$ cat src/rtl/tdm_demux.sv
// Registered 1-to-CH TDM demultiplexer with HUNT/LOCK frame alignment.
// Define TDM_DEMUX_FRAME_BUF_EN to present whole frames atomically on dout.
module tdm_demux #(
    parameter int WIDTH = 8,
    parameter int CH    = 4,
    parameter int SW    = $clog2(CH)
) (
    input  logic                  clk,
    input  logic                  rst,
    input  logic [WIDTH-1:0]      din,
    input  logic                  din_valid,
    input  logic                  sync,
    output logic [CH*WIDTH-1:0]   dout,
    output logic [CH-1:0]         ch_valid,
    output logic                  frame_done,
    output logic [SW-1:0]         slot,
    output logic                  locked,
    output logic                  err
);

    localparam logic [0:0] HUNT = 1'b0;
    localparam logic [0:0] LOCK = 1'b1;

    logic [0:0]    state_reg, state_next;
    logic [SW-1:0] slot_reg, slot_next;
    logic          err_reg, err_next;
    logic          frame_done_reg, frame_next;
    logic          cap;
    logic [SW-1:0] cap_slot;

    always_comb begin
        state_next = state_reg;
        slot_next  = slot_reg;
        err_next   = 1'b0;
        frame_next = 1'b0;
        cap        = 1'b0;
        cap_slot   = '0;
        if (din_valid) begin
            if (state_reg == HUNT) begin
                if (sync) begin
                    cap        = 1'b1;
                    slot_next  = SW'(1);
                    state_next = LOCK;
                end
            end else if (sync) begin
                // Early sync restarts the frame at slot 0 but keeps lock.
                cap       = 1'b1;
                slot_next = SW'(1);
                err_next  = (slot_reg != '0);
            end else if (slot_reg != '0) begin
                cap        = 1'b1;
                cap_slot   = slot_reg;
                slot_next  = slot_reg + SW'(1);
                frame_next = (slot_reg == SW'(CH - 1));
            end else begin
                err_next   = 1'b1;
                state_next = HUNT;
            end
        end
    end

    always_ff @(posedge clk or posedge rst) begin
        if (rst) begin
            state_reg      <= HUNT;
            slot_reg       <= '0;
            err_reg        <= 1'b0;
            frame_done_reg <= 1'b0;
        end else begin
            state_reg      <= state_next;
            slot_reg       <= slot_next;
            err_reg        <= err_next;
            frame_done_reg <= frame_next;
        end
    end

    genvar gi;
    generate
        for (gi = 0; gi < CH; gi++) begin : g_ch
            logic [WIDTH-1:0] word_reg;
            logic             valid_reg;
            logic             wr_en;

            assign wr_en = cap && (cap_slot == SW'(gi));

`ifdef TDM_DEMUX_FRAME_BUF_EN
            logic [WIDTH-1:0] buf_reg;

            // The last slot's word bypasses the shadow so the frame lands in one edge.
            always_ff @(posedge clk or posedge rst) begin
                if (rst) begin
                    buf_reg   <= '0;
                    word_reg  <= '0;
                    valid_reg <= 1'b0;
                end else begin
                    if (wr_en)
                        buf_reg <= din;
                    valid_reg <= frame_next;
                    if (frame_next)
                        word_reg <= (gi == CH - 1) ? din : buf_reg;
                end
            end
`else
            always_ff @(posedge clk or posedge rst) begin
                if (rst) begin
                    word_reg  <= '0;
                    valid_reg <= 1'b0;
                end else begin
                    valid_reg <= wr_en;
                    if (wr_en)
                        word_reg <= din;
                end
            end
`endif

            assign dout[gi*WIDTH +: WIDTH] = word_reg;
            assign ch_valid[gi]            = valid_reg;
        end
    endgenerate

    assign slot       = slot_reg;
    assign locked     = (state_reg == LOCK);
    assign err        = err_reg;
    assign frame_done = frame_done_reg;

endmodule

$ cat config.mk
export PLATFORM = sky130hd
export DESIGN_NAME = tdm_demux
export DESIGN_NICKNAME = d
export VERILOG_FILES = /design/src/rtl/tdm_demux.sv
export SDC_FILE = /design/constraint.sdc
export NUM_CORES = 1
export LEC_CHECK = 0
export BUFFER_PORTS_ARGS = -buffer_cell sky130_fd_sc_hd__buf_2
export CORE_MARGIN = 2
export CORE_UTILIZATION = 44
export DETAILED_ROUTE_END_ITERATION = 12
export GPL_TIMING_DRIVEN = 0
export PLACE_DENSITY_LB_ADDON = 0.3
export SLEW_MARGIN = 20
export SYNTH_ARGS = -nofsm -noshare
export SYNTH_HDL_FRONTEND = slang
export SYNTH_SLANG_ARGS = --single-unit
$ cat constraint.sdc
create_clock -name clk -period 2 [get_ports clk]
set_input_delay 0.1 -clock clk [delete_from_list [all_inputs] [get_ports clk]]
set_output_delay 0.1 -clock clk [all_outputs]
set_load 0.1 [all_outputs]
==> summary.md <==
| Metric | Value |
|---|---|
| Status | `completed` |
| 1st-iter DRT viols | `78` |
| Final #Nets | `192` |
| Most frequent CP cell | `ha_4` |
| Vias in the first global route | `around 1100` |
| CTS root buf | `clkbuf_8` |
| Avg WL per Cell | `roughly 15 um` |
| Max cap viols | `0` |
| Top Ports | `53` |
| Post-DRT Antenna Nets | `0` |
| Clk slew on worst S/H paths | `around 0.080 ns` |
| Unrepaired setup endpoints after global routing | `true` |
| Unique masters post-synth | `22` |
| Worst Tran Pin Value | `0.496 ns` |
| N_diodes | `0` |
| Num CTS Buffers | `5` |
| Cell Rows | `22` |
| First-pass GRT wire length | `between 5 and 6 mm` |
| Via density | `a little under 5` |
| Max Freq | `509 MHz` |
| Hold WS | `~0.073 ns` |
| Register Area | `slightly above 0.001 mm2` |
| Clock buffer depth | `2` |
| Routed wire length | `about 3.4 mm` |
| Final period util | `98.2%` |
| Post-DP HPWL | `between 2 and 2.5 mm` |
| CTS tree | `done` |
| Fin. Hold Viols | `0` |
| Clock skew | `between 0.005 and 0.006 ns` |
| Critical Path RT | `approximately 2.2 ns` |
| Most common cell after layout, fill and taps aside | `buf_2` |
| Die area | `0.00422 mm2` |
| Post-synthesis sequential area ratio | `between 60 and 70%` |
| Crit path launch type | `register` |
| Setup violations, final | `0` |
| Avg Cell Area, Syn | `around 15 um2` |
| Initial antenna violation count | `0` |
| Port buffer count | `51` |
| Placer Congestion | `0.792` |
| Crit-path cells | `inv_4, ha_4, ha_4, and4bb_2, nand2_2, nor2_4, buf_4, mux2_2` |
| Relative slew slack | `between 60% and 70%` |
| Most frequent cells in the layout | `buf_2, dfrtp_1, mux2_2` |
| Worst path max stage delay | `around 0.45 ns` |
| Gr usage total | `between 15 and 20%` |
| Worst Path Max Fanout | `4` |
| First-pass DRT Iterations | `4` |
| Fraction of layout cells with a size suffix above 1 | `between 60% and 70%` |
| Die X | `65.0 um` |
| GRT overflow | `0` |
| Initial Util | `a little under half` |
| Crit path time final | `between 1.5 and 2 ns` |
| Die Ht | `65.0 um` |
| Synth-to-Final Area Change | `37.4%` |
| Cell with the largest stage delay on the worst path | `dfrtp_4` |
| DRC errors left | `0` |
| Seq cells post-synth | `just over 40` |
| Final Cell Area | `roughly 0.0022 mm2` |
| H-Tree Depth | `2` |
| Synth Instances | `around 110` |
| # fillers | `slightly below 300` |
| Area of the multi-input gates | `roughly 600 um2` |
| Largest net degree at the start of global routing | `28` |
| Core Util, Final | `between 60 and 70%` |
| Placed inst area | `roughly 0.0020 mm2` |
| Critical path capture point type | `register` |
| Syn. warnings | `0` |
| Clock Sinks | `between 40 and 50` |
| Final max-slew violation count | `0` |
| Core Region | `about 0.0036 mm2` |
| Worst-Skew Late Latency | `0.29 ns` |
| Mapped Nets | `between 100 and 150` |
| Via Count | `1094` |
| Hold Crit Class | `in2reg` |
| Max FFs per register | `32` |
| Crit path DAT | `~2.2 ns` |
| Mapped Area | `0.00164 mm2` |
| Crit Path Category | `reg2reg` |
metal layers:
| layer | GRT usage [%] | vias to the layer above | share of wire, % |
|---|---|---|---|
| li1 | - | 508 | - |
| met1 | 20.8 | 543 | 41 |
| met2 | 28.1 | 33 | 51 |
| met3 | 5.03 | 10 | 5.5 |
| met4 | 7.71 | 0 | 2.5 |
| met5 | 0 | - | 0 |
cell usage after synthesis:
master    instances  area share (%)
mux2_2           32              22
nand3_2           1            0.61
nor2_4            1            0.69
nand2_1           3            0.69
clkbuf_1          1            0.23
nor2_1            1            0.23
a22o_1            1            0.54
dfrtp_1          41              63
buf_6             1            0.69
nor2b_1           1            0.38
and4bb_2          1            0.76
a21oi_1           1            0.31
a21boi_0          1            0.46
o211ai_1          2            0.92
inv_1             6             1.4
nor3b_1           1            0.46
buf_4             4             1.8
o2111a_1          1            0.69
nor4_4            1             1.3
a31oi_1           1            0.38
nor2_2            1            0.38
ha_1              3             2.3
per-stage QoR:
step | instances | setup TNS, ns | setup WS [ns]
final | 226 | 0 | 0.0354
after global routing | 226 | -0.0665 | -0.0199
after CTS | 219 | -0.00333 | -0.00256
after detailed placement | 206 | -0.803 | -0.0628
after global placement | 205 | -0.277 | -0.0386
after floorplan | 106 | -1.98 | -0.134
logic make-up after synthesis:
family                   synth area share (%)
AO/OA/AOI/OAI                            3.29
adder cells (fa/ha/maj)                  2.30
buffers and inverters                    4.13
flip-flops                               62.7
multiplexers                             22.0
AND/OR/NAND/NOR                          5.51
final cells by class:
type	instances	area share, %
sequential	41	46.0
multi-input combinational	53	27.1
timing repair buffer	64	16.7
clock buffer	6	3.67
tap	48	2.67
buffer	6	2.00
inverter	6	1.22
clock inverter	2	0.612
final timing paths:
path                                     start             endpoint  slack (ns)  cells after the start
min                                  din_valid               locked        0.07                      2
max                                    slot[0]  g_ch[1].word_reg[2]        0.04                      8
min reg2reg                g_ch[0].word_reg[5]  g_ch[0].word_reg[5]        0.51                      1
max in group asynchronous                  rst  g_ch[1].word_reg[6]        1.23                      4
min in group asynchronous                  rst    g_ch[0].valid_reg        0.32                      3
max reg2reg                            slot[0]  g_ch[1].word_reg[2]        0.04                      8
worst max-delay path, delay by kind of cell, from the launching register on:
family | cells | cell delay, ns
buffers and inverters | 2 | 0.18
AND/OR/NAND/NOR | 3 | 0.56
multiplexers | 1 | 0.32
flip-flops | 1 | 0.45
adder cells (fa/ha/maj) | 2 | 0.33
timing repair:
item	4_1_cts	5_1_grt
resized for setup	3	5
pin swaps	3	2
cloned	0	0
buffers inserted	4	7
hold buffers	1	0
endpoints found under the hold margin	14	0
setup endpoints to repair	24	22
Power is left out: the tool's default activity adds up to more than one toggle a clock period on the data nets, which glitch-free logic cannot reach.
